## config.mk

```make
export PLATFORM = sky130hd
export DESIGN_NAME = sram_port_arb
export DESIGN_NICKNAME = d
export VERILOG_FILES = /design/src/rtl/sram_port_arb.sv
export SDC_FILE = /design/constraint.sdc
export NUM_CORES = 1
export LEC_CHECK = 0
export CORE_AREA = 2 2 629 631
export CTS_BUF_LIST = sky130_fd_sc_hd__clkbuf_8
export DETAILED_ROUTE_END_ITERATION = 6
export DIE_AREA = 0 0 631 633
export GPL_ROUTABILITY_DRIVEN = 0
export GPL_TIMING_DRIVEN = 0
export PLACE_DENSITY = 0.3
export SLEW_MARGIN = 10
export SYNTH_ARGS = -nofsm -noshare
export SYNTH_HDL_FRONTEND = slang
export SYNTH_SLANG_ARGS = --single-unit
```

## constraint.sdc

```tcl
create_clock -name clk -period 1.78 [get_ports clk]
set_input_delay 0.178 -clock clk [delete_from_list [all_inputs] [get_ports clk]]
set_output_delay 0.178 -clock clk [all_outputs]
set_load 0.05 [all_outputs]
```

## src/rtl/sram_port_arb.sv

```systemverilog
`timescale 1ns/1ps
// sram_port_arb: shares one native SRAM port between r0 (AXI SRAM ctrl) and r1 (DSP engine); optional macro SRAM_ARB_FIXED_PRIO_EN.
// Latency: grant and SRAM command are combinational in the request cycle; read data returns MEM_RD_LAT cycles later.
// Backpressure: a requester that sees its gnt low must hold req/we/addr/di; tenures are capped at BURST_MAX beats when contended.
module sram_port_arb #(
   parameter int MEM_ADDRW  = 22,
   parameter int MEM_DW     = 256,
   parameter int MEM_RD_LAT = 1,
   parameter int BURST_MAX  = 16
) (
   input  logic                 clk,
   input  logic                 rst,
   input  logic                 r0_req,
   input  logic                 r0_we,
   input  logic [MEM_ADDRW-1:0] r0_addr,
   input  logic [MEM_DW-1:0]    r0_di,
   output logic                 r0_gnt,
   output logic                 r0_rvalid,
   output logic [MEM_DW-1:0]    r0_do,
   input  logic                 r1_req,
   input  logic                 r1_we,
   input  logic [MEM_ADDRW-1:0] r1_addr,
   input  logic [MEM_DW-1:0]    r1_di,
   output logic                 r1_gnt,
   output logic                 r1_rvalid,
   output logic [MEM_DW-1:0]    r1_do,
   output logic [MEM_ADDRW-1:0] mem_addr,
   output logic                 mem_we,
   output logic [MEM_DW-1:0]    mem_di,
   input  logic [MEM_DW-1:0]    mem_do,
   output logic [1:0]           owner,
   output logic                 busy
);

   localparam int              CNTW    = $clog2(BURST_MAX + 1);
   localparam logic [CNTW-1:0] CNT_MAX = CNTW'(BURST_MAX);
   localparam logic [CNTW-1:0] CNT_ONE = CNTW'(1);

   typedef enum logic [1:0] {
      OWN_NONE = 2'b00,
      OWN_R0   = 2'b01,
      OWN_R1   = 2'b10
   } own_e;

   own_e            owner_q, owner_d;
   logic [CNTW-1:0] cnt_q, cnt_d;     // beats granted in the current tenure
   logic            last_q, last_d;   // requester served most recently, 1 = r1
   logic            win_vld;          // some requester wins this cycle (before reset gating)
   logic            win_id;           // 0 = r0, 1 = r1
   logic            own_id;
   logic            own_req;
   logic            oth_req;
   logic            gnt_vld;
   logic            rd_issue;

   // read-return pipeline: one {valid, id} per SRAM latency stage
   logic [MEM_RD_LAT-1:0] rp_vld;
   logic [MEM_RD_LAT-1:0] rp_id;

   // state register: tenure owner, beat counter, last-served pointer
   always_ff @(posedge clk) begin
      if (rst) begin
         owner_q <= OWN_NONE;
         cnt_q   <= '0;
         last_q  <= 1'b1;
      end else begin
         owner_q <= owner_d;
         cnt_q   <= cnt_d;
         last_q  <= last_d;
      end
   end

   // next-state: pick this cycle's winner following the tenure priority rules
   always_comb begin
      win_vld = 1'b0;
      win_id  = 1'b0;
      owner_d = owner_q;
      cnt_d   = cnt_q;
      last_d  = last_q;
      own_id  = (owner_q == OWN_R1);
      own_req = own_id ? r1_req : r0_req;
      oth_req = own_id ? r0_req : r1_req;

      if (owner_q != OWN_NONE) begin
         if (own_req && (cnt_q < CNT_MAX)) begin
            // tenure continues
            win_vld = 1'b1;
            win_id  = own_id;
            cnt_d   = cnt_q + CNT_ONE;
         end else if (oth_req) begin
            // owner dropped req or hit the beat limit while the other waits
            win_vld = 1'b1;
            win_id  = ~own_id;
            cnt_d   = CNT_ONE;
         end else if (own_req) begin
            // limit reached but nobody contends: reload and keep going
            win_vld = 1'b1;
            win_id  = own_id;
            cnt_d   = CNT_ONE;
         end
      end else begin
         if (r0_req && r1_req) begin
            win_vld = 1'b1;
`ifdef SRAM_ARB_FIXED_PRIO_EN
            win_id  = 1'b0;
`else
            win_id  = ~last_q;
`endif
            cnt_d   = CNT_ONE;
         end else if (r0_req) begin
            win_vld = 1'b1;
            win_id  = 1'b0;
            cnt_d   = CNT_ONE;
         end else if (r1_req) begin
            win_vld = 1'b1;
            win_id  = 1'b1;
            cnt_d   = CNT_ONE;
         end
      end

      if (win_vld) begin
         owner_d = win_id ? OWN_R1 : OWN_R0;
         last_d  = win_id;
      end else begin
         owner_d = OWN_NONE;
         cnt_d   = '0;
      end
   end

   // outputs: grants, SRAM command mux, read-return steering, status
   always_comb begin
      gnt_vld  = win_vld && !rst;
      r0_gnt   = gnt_vld && !win_id;
      r1_gnt   = gnt_vld && win_id;
      mem_we   = 1'b0;
      mem_addr = '0;
      mem_di   = '0;
      if (r0_gnt) begin
         mem_we   = r0_we;
         mem_addr = r0_addr;
         mem_di   = r0_di;
      end else if (r1_gnt) begin
         mem_we   = r1_we;
         mem_addr = r1_addr;
         mem_di   = r1_di;
      end
      rd_issue  = gnt_vld && !mem_we;
      // reads still in flight when reset hits are dropped, including the one at the tail
      r0_rvalid = !rst && rp_vld[MEM_RD_LAT-1] && !rp_id[MEM_RD_LAT-1];
      r1_rvalid = !rst && rp_vld[MEM_RD_LAT-1] &&  rp_id[MEM_RD_LAT-1];
      owner     = owner_q;
      busy      = (owner_q != OWN_NONE) || (|rp_vld);
   end

   // both requesters see the raw SRAM data; rvalid says whose it is
   assign r0_do = mem_do;
   assign r1_do = mem_do;

   // read-return shift register, aligned with the SRAM read latency
   always_ff @(posedge clk) begin
      if (rst) begin
         rp_vld <= '0;
         rp_id  <= '0;
      end else begin
         rp_vld[0] <= rd_issue;
         rp_id[0]  <= win_id;
         for (int i = 1; i < MEM_RD_LAT; i++) begin
            rp_vld[i] <= rp_vld[i-1];
            rp_id[i]  <= rp_id[i-1];
         end
      end
   end

endmodule

```

== After elaboration in Yosys (flattened, before gate mapping) ==
Cells that the tools add are included.

* Register bits after elaboration: 10
* Output and inout bits: 798
* Input port bits: 818

* Eq/ne operators: 2
* Mux-type cells: 29
* Reduce and logical (&&, ||, !) cells: 18
* Bitwise logic cells: 3
* Order comparisons: 1
* $add $sub $neg: 1

{| class="wikitable"
|+ Operator list
! operator !! count
|-
| $mux 256 || 2
|-
| $mux 22 || 2
|-
| $mux 5 || 7
|-
| $mux 1 || 17
|-
| $logic_and 1x1->1 || 9
|-
| $add 5x1->5 const B || 1
|-
| $lt 5x5->1 const B || 1
|-
| $logic_not 1->1 || 4
|-
| $ne 4x4->1 const B || 1
|-
| $reduce_bool 4->1 || 1
|-
| $not 1->1 || 3
|-
| $eq 2x2->1 const B || 1
|-
| $mux 2 || 1
|-
| $reduce_and 2->1 || 1
|-
| $reduce_bool 2->1 || 1
|-
| $reduce_or 2->1 || 1
|-
| $logic_or 1x1->1 || 1
|}

== Logic depth before layout (Yosys ltp) ==
* Depth in word-level cells: 12
* Depth in mapped cells: 5

== Worst setup path before layout ==
Ideal clock, no wire load.

* Path type: register -> output
* From: reg owner_q[0], in the netlist owner[0]
* To: out mem_addr[0]
* Stages on the path, launching flop included: 6
* Path slack: -0.989 ns
* Required time: 1.602 ns
* Arrival: 2.591 ns
* Cell sequence: dfxtp_1 nor2b_1 o41ai_2 buf_2 buf_4 o32ai_1

* Cells in the longest elaborated chain, start to end: 10
* Elaborated cells on any way between the ends: 20
* Classes of those cells: eq/ne: 1; mux: 12; bitwise: 1; reduce/logical: 6

{| class="wikitable"
|+ Ends and longest elaborated chain
! item !! RTL line !! text
|-
| start, declared || 45 || <nowiki>own_e owner_q, owner_d;</nowiki>
|-
| start signal, assigned || 67 || <nowiki>owner_q <= owner_d;</nowiki>
|-
| $eq 2x2->1 || 80 || <nowiki>own_id = (owner_q == OWN_R1);</nowiki>
|-
| $mux 1 || 81 || <nowiki>own_req = own_id ? r1_req : r0_req;</nowiki>
|-
| $mux 1 || 95 || <nowiki>end else if (own_req) begin</nowiki>
|-
| $mux 1 || 90 || <nowiki>end else if (oth_req) begin</nowiki>
|-
| $mux 1 || 85 || <nowiki>if (own_req && (cnt_q < CNT_MAX)) begin</nowiki>
|-
| $mux 1 || 84 || <nowiki>if (owner_q != OWN_NONE) begin</nowiki>
|-
| $logic_and 1x1->1 || 132 || <nowiki>gnt_vld = win_vld && !rst;</nowiki>
|-
| $logic_and 1x1->1 || 134 || <nowiki>r1_gnt = gnt_vld && win_id;</nowiki>
|-
| $mux 22 || 142 || <nowiki>end else if (r1_gnt) begin</nowiki>
|-
| $mux 22 * || 138 || <nowiki>if (r0_gnt) begin</nowiki>
|-
| end, declared || 27 || <nowiki>output logic [MEM_ADDRW-1:0] mem_addr,</nowiki>
|}

Mark *: on every way between the ends. The rest lies on a longest branch, timed or not.

== Worst setup path in the final report ==
* From: reg owner_q[0], in the netlist owner[0]
* To: out mem_di[140]

* Cells in the longest elaborated chain, start to end: 10
* Elaborated cells on any way between the ends: 20
* Classes of those cells: eq/ne: 1; mux: 12; bitwise: 1; reduce/logical: 6

{| class="wikitable"
|+ Ends and longest elaborated chain
! item !! RTL line !! text
|-
| $eq 2x2->1 || 80 ||
|-
| $mux 1 || 81 ||
|-
| $mux 1 || 95 ||
|-
| $mux 1 || 90 ||
|-
| $mux 1 || 85 ||
|-
| $mux 1 || 84 ||
|-
| $logic_and 1x1->1 || 132 ||
|-
| $logic_and 1x1->1 || 134 ||
|-
| $mux 256 || 142 ||
|-
| $mux 256 * || 138 ||
|-
| end, declared || 29 || <nowiki>output logic [MEM_DW-1:0] mem_di,</nowiki>
|}

Marks and branches as above.

==> flow_summary.yaml <==
outcome:
  status: "complete, but fails checks"
  violations: "setup timing"
critical_path:
  slowest_delay_ps: 380
  arrival_ps: 2290
  crit_cells: 8
  reg2regPathDepth: 6
  endpoint_kind: "output port"
  crit_required_ps: 1600
  rrSetupSlack_ps: 140
  cp_top_family: "buffers and inverters"
  crit_buf_inv: 5
  worst-path-max-fanout: 10
  cp_cell_sequence: "buf_4 -> nor2b_4 -> o41ai_4 -> buf_6 -> buf_12 -> buf_12 -> o32ai_2 -> buf_6"
  crit_type: "reg -> out"
  startpoint_type: "register"
  slowest_stage: "o41ai_4"
synthesis:
  yosys-top-cells-area: "buf_4, o32ai_1, nand2b_1"
  synth_top_area_share_pct: 38.6
  ys_types: 27
  async_flop_share_pct: 0
  synth_top_area_cell: "buf_4"
  ys_ff_latch: 10
  ys_warn_count: 0
  seq_area_frac_synth_pct: 1.98
  syn_avg_cell_area_um2: 6.64
  synth-edff-count: 0
  post_synth_inst_count: 1519
  dominantRegCellSynth: "dfxtp_1"
  syn_area_mm2: 0.0101
  syn_nets: 2338
pwr:
  p_leak_nw: 11.8
  vdd_drop_max_mv: 0.185
  power_w: 0.0127
  power_density_mw_per_mm2: 400
timing:
  grt_setup_unrepaired: "yes"
  fin_crit_sh_pct: 139
  final_hold_viol_count: 0
  finalSetupViolations: 284
  layout_min_cycle_time_ps: 2470
  fin_skew_ps: 6.29
  finalWorstSetupSlack_ps: -693
  clock.fmax_mhz: 404
  maxSlewViolCount: 0
  worst_pin_slew_ps: 1100
  max-slew-margin-rel_pct: 26.4
layout:
  layout_commonest_cell: "clkdlybuf4s50_1"
  nNetsFinal: 3729
  fin_area_mm2: 0.0319
  fillCellCount: 46100
  regArea_um2: 211
  fin_util_pct: 8.14
  layout-drive-gt1-share_pct: 33.9
  fin_cells: 8184
  syn_to_final_growth_pct: 216
  multiInputGateArea_mm2: 0.00531
  final_cell_mix: "clkdlybuf4s50_1, buf_4, inv_1"
floorplan:
  die_x_um: 631
  num_rows: 230
  start_util_pct: 2.57
  die_y_um: 633
  die_area_mm2: 0.399
  io_pins: 1616
  core_mm2: 0.392
placement:
  io_buffers: 1358
  place_inst: 8101
  hpwl_um: 290000
  post-place-ws_ps: -2610
  dpl_cell_area_mm2: 0.0305
cts:
  cts_buffers: 3
  cts_sinks: 10
  root_buffer: "clkbuf_8"
  hold_buffers: 0
  ctsHtreeMaxLevel: 1
  path_clk_slew_ps: 50
  cts_max_path_buffers: 2
  tritoncts: "yes"
  clk_latency_ps: 240
global_route:
  grt_usage_pct: 14.5
  first_global_vias: 17300
  grt_max_degree: 11
  overflow: 0
  antenna_found_initial: 328
  grt_pass1_wl_um: 340000
detailed_routing:
  ant_nets: 0
  vias: 18200
  viasPerCell: 2.23
  post-route-drc-count: 0
  drtPass1Iterations: 5
  wl_per_cell_um: 37.2
  routed_wl_um: 304000
  first_iter_violations: 1185
run:
  drv_cap: 0
hold_path:
  holdPathStages: 1
  min_path_type: "reg -> reg"
-- synthesized netlist by cell type, types with 2 or more instances --
| library cell | instances |
|---|---|
| and3b_1 | 2 |
| buf_2 | 52 |
| o41ai_2 | 2 |
| nor2_1 | 5 |
| nor3b_1 | 3 |
| inv_1 | 281 |
| clkbuf_1 | 66 |
| dfxtp_1 | 10 |
| o32ai_1 | 280 |
| or2_2 | 2 |
| and2_1 | 4 |
| buf_4 | 519 |
| nand2b_1 | 279 |
-- sequential cells by signal, summed over array words and instances (netlist names) --
signal  flops
rp_id       1
last_q      1
owner       2
rp_vld      1
cnt_q       5
-- path summary, 6_finish.rpt --
check | startpoint | to
worst min register to register | cnt_q[2]$_SDFFE_PN0P_ | cnt_q[4]$_SDFFE_PN0P_
worst min-delay path | cnt_q[2]$_SDFFE_PN0P_ | cnt_q[4]$_SDFFE_PN0P_
worst max-delay path | owner[0]$_SDFF_PN0_ | mem_di[140]
worst max register to register | owner[0]$_SDFF_PN0_ | last_q$_SDFFE_PP1N_
-- cell families after synthesis --
family	after synthesis	synth area share (%)
simple gates	302	18.7
flops	10	1.98
buf+inv	918	54.1
fa+ha+maj	1	0.124
compound gates	286	24.9
xor+xnor	2	0.174
-- layout make-up --
cell class	count	area share, %
Antenna cell	55	0.432
Inverter	281	3.31
Tap cell	5220	20.5
Timing Repair Buffer	1387	42.5
Buffer	636	15.8
Sequential cell	10	0.663
Clock buffer	4	0.173
Multi-Input combinational cell	591	16.7
-- what timing repair did --
item,CTS,global route
gates resized for setup,2031,155
pin swaps,6,3
cloned,7,1
buffers inserted,15,3
endpoints found under the setup margin,291,284
-- per-stage QoR --
stage	setup TNS, ps	hold WS (ps)
final	-171020	510
after global routing	-191890	526
after CTS	-187970	502
after detailed placement	-561120	508
after global placement	-879490	500
after floorplan	-179810	293
-- where the power goes --
group | leakage [nW] | total (W) | switching (W) | internal [W]
combinational | 11.7 | 0.0122 | 0.00781 | 0.00441
sequential | 0.0842 | 0.000242 | 0.0000102 | 0.000232
clock | 0.0291 | 0.000285 | 0.0000905 | 0.000195
total | 11.8 | 0.0127 | 0.00791 | 0.00484
-- per-layer routing --
metal	global-route usage [%]	routed length (um)	vias to the layer above
met5	0	1420	-
met2	26.4	153000	1480
met1	14.1	99800	8576
met4	1.26	6160	218
met3	9.23	44200	538
li1	-	-	7405
Power figures use the tool's default switching activity.
